===== src/rtl/mode_counter_pkg.sv =====
// Shared direction/mode encodings for mode_counter and its next-state logic.
package mode_counter_pkg;

   // one-bit control field type used for both the dir and mode inputs
   typedef logic ctl_bit_t;

   localparam ctl_bit_t MODE_WRAP = 1'b0;
   localparam ctl_bit_t MODE_SAT  = 1'b1;
   localparam ctl_bit_t DIR_UP    = 1'b0;
   localparam ctl_bit_t DIR_DOWN  = 1'b1;

endpackage


===== src/rtl/mode_counter_next.sv =====
// Combinational next-count and boundary-event calculation; zero latency, no flow control.
module mode_counter_next
   import mode_counter_pkg::*;
#(
   parameter int WIDTH = 8
) (
   input  logic [WIDTH-1:0] count,
   input  ctl_bit_t         dir,
   input  ctl_bit_t         mode,
   input  logic [WIDTH-1:0] init_val,
   input  logic [WIDTH-1:0] limit_val,
   output logic [WIDTH-1:0] next_count,
   output logic             bound_evt
);

   localparam logic [WIDTH-1:0] ONE = WIDTH'(1);

   // Bounds are equality checks only, so out-of-range counts roll modulo 2^WIDTH.
   always_comb begin
      next_count = count;
      bound_evt  = 1'b0;
      if (dir == DIR_UP) begin
         if (count == limit_val) begin
            bound_evt = 1'b1;
            if (mode == MODE_WRAP)
               next_count = init_val;
         end else begin
            next_count = count + ONE;
         end
      end else begin
         if (count == init_val) begin
            bound_evt = 1'b1;
            if (mode == MODE_WRAP)
               next_count = limit_val;
         end else begin
            next_count = count - ONE;
         end
      end
   end

endmodule


===== src/rtl/mode_counter.sv =====
// Loadable up/down counter with wrap/saturate bounds, one-cycle tc pulse and sticky ovf;
// outputs registered one edge after inputs, no backpressure. Optional capture via MODE_COUNTER_CAPTURE_EN.
module mode_counter
   import mode_counter_pkg::*;
#(
   parameter int WIDTH    = 8,
   parameter bit RESET_TC = 1'b0
) (
   input  logic             clk,
   input  logic             reset,
   input  logic             enable,
   input  logic             dir,
   input  logic             mode,
   input  logic [WIDTH-1:0] init_val,
   input  logic [WIDTH-1:0] limit_val,
   input  logic             load,
   input  logic [WIDTH-1:0] load_val,
   input  logic             clr_ovf,
   output logic [WIDTH-1:0] count,
   output logic             tc,
   output logic             ovf
`ifdef MODE_COUNTER_CAPTURE_EN
   ,
   input  logic             capture,
   output logic [WIDTH-1:0] cap_val,
   output logic             cap_valid
`endif
);

   logic [WIDTH-1:0] next_count;
   logic             bound_evt;

   mode_counter_next #(.WIDTH(WIDTH)) u_next (
      .count      (count),
      .dir        (dir),
      .mode       (mode),
      .init_val   (init_val),
      .limit_val  (limit_val),
      .next_count (next_count),
      .bound_evt  (bound_evt)
   );

   // Priority reset > load > enable; a boundary event's ovf set overrides a same-cycle clr_ovf.
   always_ff @(posedge clk) begin
      if (reset) begin
         count <= init_val;
         tc    <= RESET_TC;
         ovf   <= RESET_TC;
      end else begin
         tc <= 1'b0;
         if (clr_ovf)
            ovf <= 1'b0;
         if (load) begin
            count <= load_val;
         end else if (enable) begin
            count <= next_count;
            if (bound_evt) begin
               tc  <= 1'b1;
               ovf <= 1'b1;
            end
         end
      end
   end

`ifdef MODE_COUNTER_CAPTURE_EN
   always_ff @(posedge clk) begin
      if (reset) begin
         cap_val   <= '0;
         cap_valid <= 1'b0;
      end else begin
         cap_valid <= capture;
         if (capture)
            cap_val <= count;
      end
   end
`endif

endmodule


===== config.mk =====
export PLATFORM = sky130hd
export DESIGN_NAME = mode_counter
export DESIGN_NICKNAME = d
export VERILOG_FILES = /design/src/rtl/mode_counter_pkg.sv /design/src/rtl/mode_counter_next.sv /design/src/rtl/mode_counter.sv
export SDC_FILE = /design/constraint.sdc
export NUM_CORES = 1
export LEC_CHECK = 0
export ABC_AREA = 0
export ABC_CLOCK_PERIOD_IN_PS = 1900
export CORE_UTILIZATION = 42
export CTS_CLUSTER_DIAMETER = 120
export DETAILED_ROUTE_END_ITERATION = 8
export GPL_TIMING_DRIVEN = 0
export HOLD_SLACK_MARGIN = 0.03
export PLACE_DENSITY = 0.88
export SLEW_MARGIN = 20
export SYNTH_ARGS = -nofsm -noshare
export SYNTH_HDL_FRONTEND = slang
export SYNTH_SLANG_ARGS = --single-unit

===== constraint.sdc =====
create_clock -name clk -period 1.9 [get_ports clk]
set_input_delay 0.19 -clock clk [delete_from_list [all_inputs] [get_ports clk]]
set_output_delay 0.19 -clock clk [all_outputs]
set_load 0.01 [all_outputs]

* Word level (Yosys, flattened, before mapping)
Cells that the tools add are included.
** Cells by class
- Bitwise gates (word level) :: 1
- Muxes and demuxes :: 16
- Reductions and logical operators :: 3
- Equality and inequality tests :: 4
- $add $sub $neg :: 2
- Shift operators :: 0
- Multiply operators :: 0
- Order comparisons :: 0
- Div/mod/pow operators :: 0
** Operators with widths (number)
- $mux W8 :: 8
- $eq A8 B8 Y1 :: 2
- $ne A5 B5 Y1 const B :: 2
- $add A8 B1 Y8 const B :: 1
- $mux W1 :: 8
- $sub A8 B1 Y8 const B :: 1
- $reduce_and A3 Y1 :: 1
- $reduce_bool A3 Y1 :: 1
- $reduce_or A3 Y1 :: 1
- $not A1 Y1 :: 1
** Word-level totals
- Input bits :: 31
- Memory bits (read-only) :: 0
- Bits in writable memories :: 0
- Register bits :: 10
- Output and inout port bits :: 10
- Memories :: 0
- Bits in latches :: 0
- Word-level logic and storage cells :: 29

* Depth between registers and ports, before layout
- Depth in word-level cells :: 6
- Mapped depth :: 8
- Mapped depth without buffers :: 7

* Cells and area by module
A second synthesis with hierarchy kept.
** Unflattened totals
- Cell total of the unflattened synthesis :: 168
- Area total of the unflattened synthesis :: 1408.9 µm²
** By module, submodules not included
- mode_counter_next :: cells an instance 125, area each 909.6 µm², instances 1, sequential area each 0.0 µm²
- mode_counter :: cells an instance 43, area each 499.2 µm², instances 1, sequential area each 280.3 µm²

* Worst setup path before layout
No wires, ideal clock.
- Kind :: register -> register
- Start point :: register count[0]
- End point :: register count[0], enable pin
- Period minus slack after synthesis :: 2.154 ns
- Buffers on the path :: 1
- Slack :: -0.254 ns
- Arrival :: 1.872 ns
- Cell stages (with the launch flop) :: 7
- Library setup time :: 0.283 ns
- Required time :: 1.617 ns
- Cells stage by stage :: edfxtp_1 > buf_4 > xnor2_1 > nand4_1 > o21ai_2 > o211ai_1 > a211o_1
** Between the ends
- Cells in the longest elaborated chain, start to end :: 3
- Elaborated cells on any way between the ends :: 5
- Those cells by class :: 4 x eq/ne; 1 x reduce/logical
** RTL lines
- from (decl) :: line mode_counter.sv:19 : output logic [WIDTH-1:0] count,
- from (signal assigned) :: line mode_counter.sv:46 : count <= init_val;
- from (signal assigned) :: line mode_counter.sv:54 : count <= load_val;
- from (signal assigned) :: line mode_counter.sv:56 : count <= next_count;
- $eq A8 B8 Y1 (on tied branches) :: line mode_counter_next.sv:31, mode_counter_next.sv:23
- $ne A5 B5 Y1 (no source line)
- $reduce_and A3 Y1 (no source line) *
Every way passes the cells marked *; elsewhere a longest branch is shown, timed or not.
A chain may end at the register's enable or synchronous reset.

* Worst setup path after layout
- Start point :: register count[6]
- End point :: register count[1] (data pin)
** Between the ends
- Cells in the longest elaborated chain, start to end :: 6
- Elaborated cells on any way between the ends :: 8
- Those cells by class :: 2 x eq/ne; 6 x mux
** RTL lines
- $eq A8 B8 Y1 (on tied branches) :: line mode_counter_next.sv:23, mode_counter_next.sv:31
- $mux W8 (on tied branches) :: line mode_counter_next.sv:23, mode_counter_next.sv:31
- $mux W8 * :: line mode_counter_next.sv:22 : if (dir == DIR_UP) begin
- $mux W8 * :: line mode_counter.sv:55 : end else if (enable) begin
- $mux W8 * :: line mode_counter.sv:53 : if (load) begin
- $mux W8 * :: line mode_counter.sv:45 : if (reset) begin
Every way passes the cells marked *; elsewhere a longest branch is shown, timed or not. The select of a mux whose other input is x is not followed.

==> impl_metrics.toml <==
[worst_setup_path]
cp_max_fo = 6
start_kind = "flop"
crit_arrival_ns = 2.15
path_class = "reg -> reg"
critPathCaptureType = "flop"
crit_required_ns = 1.95

[synth]
avgSynthCellArea_um2 = 8.18
synth_seq_cells = 10
yosys_warnings = 0
synthTopCellsByArea = "edfxtp_1, xnor2_1, a21oi_1, dfxtp_1, nor2_1"
synth_top_area_share_pct = 18.8
synthArstFlopShare_pct = 0
yosysMostFrequentCell = "xnor2_1"
seq_area_frac_synth_pct = 22.0
synth-edff-count = 8
ys_dominant_reg_cell = "edfxtp_1"
synth_commonest_cells = "xnor2_1, nor2_1, inv_1"
synth_area_leader_cell = "edfxtp_1"
synth_cell_type_count = 51
netlist_area_um2 = 1280
synth_nets = 189
netlist_instances = 156

[timing]
worst_slack_ns = -0.204
skew_ns = 0.0145
max-slew-margin-rel_pct = 60.1
fin_crit_sh_pct = 111
holdWs_ns = 0.476
setup-tns-final_ns = -2.11
rsz0062_at_grt = "yes"
drv_slew = 0
fin_crit_ns = 2.10
fmax_mhz = 475
hold_viol_final = 0
worst-slew-pin-transition_ns = 0.599
setup_viol = 15

[placed_design]
dp_hpwl_mm = 2.73
place_congestion = 0.943
portBuffers = 40
post_dp_cell_area_um2 = 1750

[routing]
drtIter0Drc = 76
postRouteAntennaNets = 0
wirelength_mm = 4.94
wl_per_cell_um = 19.4
viasPerCell = 6.26
drtPass1Iterations = 7
vias = 1597
drc = 8

[floorplan]
core_um2 = 2830
dieArea_um2 = 3260
start_util_pct = 45.1
num_io_pins = 41
rows = 19
die_w_um = 57.1
die_h_um = 57.1

[flow_run]
maxCapViolations = 0

[cts]
root_buffer = "clkbuf_4"
cts-buffers-inserted = 3
htree_levels = 1
clkTransAtPathRegs_ns = 0.08
cts_sinks = 10
cts_buffer_depth = 2
cts_tree = "done"
clk-insertion-delay-late_ns = 0.30
cts_hold_buf = 0

[grt]
grt_pass1_vias = 1499
grt_usage_pct = 29.1
grt_max_degree = 11
grt_overflow = 0
grt_pass1_wl_mm = 7.13
antenna_found_initial = 0

[pwr]
pwr_density_cell_nw_per_um2 = 561
leakage_uw = 0.000821
finalPower_uw = 1240
vdd_drop_max_uv = 360

[outcome]
run_status = "finished with violations"
violations = "DRC, setup timing"

[final_layout]
stdcell_area_um2 = 2200
antenna_cells = 0
nets = 258
drive_gt1_share_pct = 29.9
syn_to_final_growth_pct = 72.7

[hold_path]
hold_path.class = "reg -> reg"
[power by group]
group          internal [µW]  switching (µW)
combinational            385             343
clock                    117             109
sequential               265            17.2
total                    767             469
[final timing paths]
kind                            from                 end  slack, ns  cells after the start
setup / recovery  count[6]$_DFFE_PP_  count[1]$_DFFE_PP_      -0.20                      7
hold / removal        ovf$_SDFF_PP0_      ovf$_SDFF_PP0_       0.48                      2
setup reg to reg  count[6]$_DFFE_PP_  count[1]$_DFFE_PP_      -0.20                      7
hold reg to reg       ovf$_SDFF_PP0_      ovf$_SDFF_PP0_       0.48                      2
[per-stage QoR]
stage | setup WS, ns | util, % | std cells
detailed placement | -0.675 | 61.7 | 227
CTS | -0.128 | 73.0 | 250
floorplan | -0.169 | - | 156
global placement | -0.637 | 61.7 | 227
finish | -0.204 | 77.9 | 255
global route | -0.235 | 77.9 | 255
[logic make-up (layout without fill, tap and decap cells)]
kind of cell	after synthesis	after routing	synth area share, %
AO/OA/AOI/OAI	42	42	23.7
XOR/XNOR	27	27	18.5
adder cells (fa/ha/maj)	2	2	1.96
buffers and inverters	22	90	8.04
flip-flops	10	10	22.0
multiplexers	2	2	1.57
AND/OR/NAND/NOR	51	51	24.2
[final cells by class]
class                      count  area (µm²)
buffer                        12        93.8
clock buffer                   4        36.3
fill                         173         624
inverter                      10        37.5
multi-input combinational    124        1120
sequential                    10         280
tap                           31        38.8
timing repair buffer          64         599
[registers in the layout, indices dropped and copies added, names as in the netlist]
register,count
tc,1
count,8
ovf,1
[layer usage]
layer	vias up	share of wire, %	global-route usage [%]
met5	-	0	0
met4	0	4.5	13.9
met3	29	8.7	6.35
met2	107	47	47.6
met1	741	40	36.5
li1	720	-	-
[what timing repair did]
action / 4_1_cts / 5_1_grt
endpoints found under the hold margin: 0 / 0
pin swaps: 9 / 4
gates resized for setup: 25 / 17
buffers inserted: 19 / 5
cloned: 0 / 0
setup endpoints to repair: 17 / 16
[critical path: stages, from the launching register on]
cell and delay, ns:
edfxtp_1 0.39, buf_4 0.19, xnor2_1 0.26, nand4_1 0.23
buf_4 0.24, nor3_1 0.14, a21oi_1 0.06, a311o_1 0.35
[cell usage in the layout (no fill, tap or decap), drive strengths merged, types with 2 or more instances in the layout]
| cell type | count |
|---|---|
| clkdlybuf4s50 | 40 |
| buf | 31 |
| xnor2 | 24 |
| nor2 | 11 |
| inv | 10 |
| clkbuf | 9 |
| a21oi | 8 |
| edfxtp | 8 |
| nand2 | 7 |
| o21ai | 7 |
| nor3 | 6 |
| o211ai | 5 |
| nand4 | 5 |
| nor4 | 5 |
| and4 | 3 |
| or4 | 3 |
| nand3 | 3 |
| a31oi | 3 |
| nand2b | 3 |
| xor2 | 3 |
| o31ai | 3 |
| mux2i | 2 |
| o31a | 2 |
| dfxtp | 2 |
| a211o | 2 |
| a2bb2oi | 2 |
| ha | 2 |
Power figures use the tool's default switching activity.
